[src/rtl/mealy_run_end_detector.sv]
// rtl/mealy_run_end_detector.sv - Mealy detector for a run of >= min_run mark bits ended by a space bit
// Run-length counter and detection counter both saturate rather than wrap.
module mealy_run_end_detector #(
  parameter int   RUN_WIDTH   = 4,
  parameter int   COUNT_WIDTH = 8,
  parameter logic MARK_POL    = 1'b1
) (
  input  logic                   clock,
  input  logic                   reset,
  input  logic                   enable,
  input  logic                   x_in,
  input  logic [RUN_WIDTH-1:0]   min_run,
  input  logic                   invert,
  input  logic                   clr_count,
  output logic                   y_out,
  output logic                   y_reg,
  output logic [RUN_WIDTH-1:0]   run_len,
  output logic                   armed,
  output logic [COUNT_WIDTH-1:0] det_count,
  output logic                   count_sat
);

  localparam logic [1:0] S_IDLE  = 2'd0;
  localparam logic [1:0] S_RUN   = 2'd1;
  localparam logic [1:0] S_ARMED = 2'd2;

  localparam logic [RUN_WIDTH-1:0]   RUN_ONE   = {{(RUN_WIDTH-1){1'b0}}, 1'b1};
  localparam logic [RUN_WIDTH-1:0]   RUN_MAX   = {RUN_WIDTH{1'b1}};
  localparam logic [COUNT_WIDTH-1:0] COUNT_ONE = {{(COUNT_WIDTH-1){1'b0}}, 1'b1};
  localparam logic [COUNT_WIDTH-1:0] COUNT_MAX = {COUNT_WIDTH{1'b1}};

  logic [1:0]             r_state;
  logic [1:0]             w_state_nxt;
  logic [RUN_WIDTH-1:0]   r_run_len;
  logic [RUN_WIDTH-1:0]   w_run_nxt;
  logic [RUN_WIDTH-1:0]   w_run_inc;
  logic [RUN_WIDTH-1:0]   w_eff_min;
  logic [COUNT_WIDTH-1:0] r_det_count;
  logic                   r_y_reg;
  logic                   w_mark_level;
  logic                   w_mark;
  logic                   w_space;
  logic                   w_detect;

  assign w_mark_level = (x_in == (MARK_POL ^ invert));
  assign w_mark       = enable & w_mark_level;
  assign w_space      = enable & ~w_mark_level;
  assign w_eff_min    = (min_run == '0) ? RUN_ONE : min_run;
  assign w_run_inc    = (r_run_len == RUN_MAX) ? r_run_len : (r_run_len + RUN_ONE);
  assign w_detect     = (r_state == S_ARMED) & w_space;

  always_comb begin
    w_state_nxt = r_state;
    w_run_nxt   = r_run_len;
    case (r_state)
      S_IDLE: begin
        if (w_mark) begin
          w_run_nxt   = RUN_ONE;
          w_state_nxt = (w_eff_min == RUN_ONE) ? S_ARMED : S_RUN;
        end else if (w_space) begin
          w_run_nxt = '0;
        end
      end
      S_RUN: begin
        // min_run is re-evaluated on every mark, so mid-run changes apply here
        if (w_mark) begin
          w_run_nxt   = w_run_inc;
          w_state_nxt = (w_run_inc >= w_eff_min) ? S_ARMED : S_RUN;
        end else if (w_space) begin
          w_run_nxt   = '0;
          w_state_nxt = S_IDLE;
        end
      end
      S_ARMED: begin
        if (w_mark) begin
          w_run_nxt = w_run_inc;
        end else if (w_space) begin
          w_run_nxt   = '0;
          w_state_nxt = S_IDLE;
        end
      end
      default: begin
        w_run_nxt   = '0;
        w_state_nxt = S_IDLE;
      end
    endcase
  end

  always_ff @(posedge clock or negedge reset) begin
    if (!reset) begin
      r_state     <= S_IDLE;
      r_run_len   <= '0;
      r_y_reg     <= 1'b0;
      r_det_count <= '0;
    end else begin
      r_state   <= w_state_nxt;
      r_run_len <= w_run_nxt;
      r_y_reg   <= w_detect;
      // a clear in the same cycle as a detection takes priority
      if (clr_count) begin
        r_det_count <= '0;
      end else if (w_detect && (r_det_count != COUNT_MAX)) begin
        r_det_count <= r_det_count + COUNT_ONE;
      end
    end
  end

  assign y_out     = w_detect;
  assign y_reg     = r_y_reg;
  assign run_len   = r_run_len;
  assign armed     = (r_state == S_ARMED);
  assign det_count = r_det_count;
  assign count_sat = (r_det_count == COUNT_MAX);

endmodule

[config.mk]
export PLATFORM = sky130hd
export DESIGN_NAME = mealy_run_end_detector
export DESIGN_NICKNAME = d
export VERILOG_FILES = /design/src/rtl/mealy_run_end_detector.sv
export SDC_FILE = /design/constraint.sdc
export NUM_CORES = 1
export LEC_CHECK = 0
export ABC_AREA = 0
export CAP_MARGIN = 25
export CORE_UTILIZATION = 48
export CTS_CLUSTER_DIAMETER = 200
export DETAILED_ROUTE_END_ITERATION = 6
export PLACE_DENSITY = 0.78
export SYNTH_ARGS = -nofsm -noshare
export SYNTH_HDL_FRONTEND = slang
export SYNTH_SLANG_ARGS = --single-unit
[constraint.sdc]
create_clock -name clock -period 2.7 [get_ports clock]
set_clock_uncertainty 0.2 [all_clocks]
set_input_delay 0.54 -clock clock [delete_from_list [all_inputs] [get_ports clock]]
set_output_delay 0.54 -clock clock [all_outputs]
set_load 0.02 [all_outputs]
# After elaboration in Yosys (flattened, before gate mapping)
# Index checks and enable logic that the tools add are counted.
# classes
n_eq_ne	9
reduce_logical	6
bitwise_logic	5
n_addsub	2
order_cmp	1
n_mux	15
# op_table
operator	n
4-bit 2-to-1 mux	5
8-bit 2-to-1 mux	2
2-bit 2-to-1 mux	6
8-bit by 1-bit adder with 8-bit output (second input constant)	1
8-bit == test (second input constant)	1
8-bit inequality test (second input constant)	1
4-bit one-hot mux with 2 select lines	1
2-bit one-hot mux with 3 select lines	1
4-bit by 1-bit adder with 4-bit output (second input constant)	1
4-bit by 1-bit == test with 1-bit output (second input constant)	1
4-bit == test (second input constant)	1
4-bit >= comparator	1
4-bit zero test	1
2-bit inequality test (second input constant)	2
1-bit AND	3
2-bit by 1-bit == test with 1-bit output (second input constant)	1
2-bit == test (second input constant)	1
2-bit zero test	1
1-bit inverter	2
2-bit AND reduction	1
2-bit nonzero test	1
2-bit OR reduction	1
1-bit == test	1
1-bit logical AND	1
# totals
out_inout_bits	16
ff_bits	15
input_bits	10
word_cells	42

# Depth between registers and ports, before layout
# logic_depth
depth_word	8
ltp_mapped	9
depth_no_buf	9

# Least setup slack after synthesis
# No wires, ideal clock.
# synth_timing
path_type	register to register
from	register r_run_len[0], in the netlist run_len[0]
to	register r_state[0]
n_path_buf	0
t_arrival_ns	2.100
stages_incl_launch_ff	9
slack_ns	0.265
setup_ns	0.135
required_ns	2.365
period_less_slack_ns	2.435
cell_sequence	dfrtp_1 -> ha_1 -> nand3_1 -> mux2_2 -> ha_1 -> o21ai_0 -> a211oi_1 -> o2111a_1 -> o32ai_2
# synth_between
elab_chain_len	6
# synth_rtl
element	line_no	text
start: declaration	34	logic [RUN_WIDTH-1:0] r_run_len;
start signal: assignment	97	r_run_len <= w_run_nxt;
4-bit by 1-bit adder with 4-bit output / 4-bit == test (equally long branches)	49	assign w_run_inc = (r_run_len == RUN_MAX) ? r_run_len : (r_run_len + RUN_ONE);
4-bit 2-to-1 mux *	49	
4-bit >= comparator *	68	w_state_nxt = (w_run_inc >= w_eff_min) ? S_ARMED : S_RUN;
2-bit 2-to-1 mux *	68	
2-bit 2-to-1 mux *	66	if (w_mark) begin
2-bit one-hot mux with 3 select lines *	55	case (r_state)
end signal: assignment	96	r_state <= w_state_nxt;
end: declaration	32	logic [1:0] r_state;
# Every way passes the cells marked *; elsewhere a longest branch is shown, timed or not.
# A chain may end at the register's enable or synchronous reset.

# Worst setup path after layout
# layout_timing
from	register r_state[0]
to	output armed
# layout_between
elab_chain_len	1
# layout_rtl
element	line_no	text
2-bit == test	111	assign armed = (r_state == S_ARMED);
end: declaration	18	output logic armed,
# Every way passes these cells.

==> results.md <==
- Status: completed
- Crit end category: output port
- H-tree levels: 1
- Worst EP arrival: 1790 ps
- Critical path type: register to output port
- Slew Viols, Final: 0
- RR Endpoint: r_state[0]$_DFFE_PN0P_
- Register Area: 375.4 µm²
- Type of the worst min-delay path: register to register
- Max reg flops: 8
- Max-cap violations: 0
- Rows: 16
- I/O Buffers: 25
- Largest net degree at the start of global routing: 16
- Final Power: 0.0009089 W
- Register bit total from synthesis: 15
- CP max FO: 7
- Cell taking the most area after synthesis: dfrtp_1
- Final-report setup violation count: 0
- I/O pins: 26
- CTS Buf Count: 3
- DRC violations left: 0
- Final worst path period share: 0.9365
- Syn Nets: 134
- Hpwl dp: 1763 µm
- GRT Util Overall: 0.2137
- Hold worst-path end: det_count[7]$_DFFE_PN0P_
- Largest cells by area after synthesis: dfrtp_1 (36%), ha_1 (12%), nor2_1 (7.6%)
- Initial antenna violation count: 0
- Hold Path Depth: 2
- Core area: 2002 µm²
- Setup TNS Final: 0 ps
- Worst path buffer plus inverter count: 3
- Util after Layout: 0.6875
- Synth cell types: 34
- TritonCTS clock tree: built
- Crit-path max cell delay: 600 ps
- Global route overflow: 0
- Post-synth top area share: 0.3610
- Mean post-synth cell area: 9.121 µm²
- Via count: 952
- Drt wl/cell: 12.95 µm
- RSZ-0062 raised after global routing: no
- Iteration-0 DRC Markers: 25
- Clk slew on worst S/H paths: 90 ps
- ANT cells: 0
- Pre-CTS worst setup slack: -69.57 ps
- Mapped cell area: 1040 µm²
- Area Overhead vs Synth: 32.37%
- Max Root-Sink Buffers: 2
- Hold-fix buffers, CTS: 0
- Warnings, synthesis: 0
- Die area: 2356 µm²
- CTS Root Cell: clkbuf_4
- Slew @ Worst Pin: 672.1 ps
- # resized after CTS: 1
- PD cells: 660.4 nW/µm²
- Fillers: 166
- EDFF count, synth: 0
- Num Clock Sinks: 15
- Syn Inst Count: 114
- Worst skew pair latency: 280 ps
- Slowest-stage cell, CP: clkdlybuf4s50_1
- Leak: 0.6348 nW
- First-pass GRT wire length: 3953 µm
- Relative max-transition margin: 0.5505
- Share of cells above drive strength 1: 0.1172
- Fin crit period: 2529 ps
- Asr flop ratio synth: 1.000
- Vias per cell: 5.535
- Chip height: 48.54 µm
- Die Width: 48.54 µm
- Top_reg_cell synth: dfrtp_1
- Reg2reg setup slack: 260 ps
- Setup slack after layout: 171.5 ps
- Gp weighted congestion: 0.9084
- Worst-path cell chain: inv_1 > ha_1 > buf_4 > clkdlybuf4s50_1
- Reg2reg path depth: 8
- Final Hold Viols: 0
- Drt first pass iters: 4
- Multi-input logic area: 623.1 µm²
- Routed Wire Length: 2228 µm
- R2r startpoint: run_len[1]$_DFF_PN0_
- Post-CTS setup buffers: 0
- Hold path startpoint: det_count[7]$_DFFE_PN0P_
- WP data required: 1960 ps
- Fmax: 395.5 MHz
- Post-DRT Antenna Nets: 0
- Most instantiated cells after synthesis: nor2_1 (21), dfrtp_1 (15), ha_1 (10), inv_1 (8), nand2_1 (6)
- Crit-path leading delay family: buffers and inverters
- Vias in the first global route: 916
- Post-synthesis sequential area ratio: 0.3610
- Most instantiated library cell after synthesis: nor2_1
- Initial core utilization: 0.5194
- Worst vdd ir: 589.0 µV
- Nets: 166
- CP Launch Type: register
==> kinds of logic (layout without fill, tap and decap cells) <==
| group | after synthesis | count (layout) | synth area share |
|---|---|---|---|
| buffers and inverters | 11 | 42 | 0.04452 |
| DFF | 15 | 15 | 0.3610 |
| xor gates and xnor gates | 8 | 8 | 0.07461 |
| AOI/OAI and AO/OA | 19 | 19 | 0.1432 |
| and+or+nand+nor | 47 | 47 | 0.2166 |
| muxes | 4 | 4 | 0.03971 |
| adders and majority gates | 10 | 10 | 0.1203 |
==> worst max-delay path by stage <==
stage | end | slack, ps | depth (start not counted) | startpoint
3_5_place_dp | y_out | -70 | 4 | invert
6_report | armed | 170 | 4 | r_state[0]$_DFFE_PN0P_
2_1_floorplan | r_state[0]$_DFFE_PN0P_ | 270 | 8 | run_len[0]$_DFF_PN0_
5_1_grt | r_state[0]$_DFFE_PN0P_ | 40 | 8 | run_len[1]$_DFF_PN0_
4_1_cts | armed | 160 | 4 | r_state[0]$_DFFE_PN0P_
3_3_place_gp | y_out | -40 | 4 | invert
==> area by class of cell <==
cell class,count,area share
Multi-Input combinational cell,88,0.4527
Sequential cell,15,0.2727
Timing Repair Buffer,30,0.2082
Tap cell,27,0.02455
Inverter,8,0.02182
Clock buffer,3,0.01636
Clock inverter,1,0.003636
==> where the power goes <==
group / switching [W] / internal, W
registers: 0.0000310 / 0.000256
logic: 0.000272 / 0.000223
clock network: 0.0000729 / 0.0000550
==> tightest hold or removal path, stage by stage (launching register included) <==
cell and delay [ps]:
dfrtp_1 400, xor2_1 80, nor2_1 70
==> metrics by stage <==
step / instance area [µm²] / hold WS, ps / cells
floorplan: 1040 / 44.41 / 114
global placement: 1345 / 355.6 / 168
detailed placement: 1345 / 369.3 / 168
CTS: 1371 / 393.9 / 172
global route: 1376 / 434.4 / 172
finish: 1376 / 388.3 / 172
==> metal layers <==
layer / global-route usage / part of all wire
met5: 0 / 0
met4: 0.04902 / 0.0072
met3: 0.04717 / 0.047
met2: 0.3803 / 0.50
met1: 0.2624 / 0.44
==> cell usage in the layout, fill, tap and decap left out, types with 2 or more instances in the layout <==
cell / n
xnor2_1: 2
nor2_1: 21
inv_1: 8
o21ai_0: 3
nand2b_1: 2
and3_1: 3
a32oi_1: 3
dfrtp_1: 15
xor2_1: 5
nand2_1: 6
clkbuf_4: 3
clkdlybuf4s50_1: 24
nand4_1: 4
buf_4: 5
mux2i_1: 3
nand3_1: 3
a21oi_1: 4
ha_1: 10
nor3_1: 3
o2111a_1: 2
Note: power is estimated with default switching activity, not from simulation.
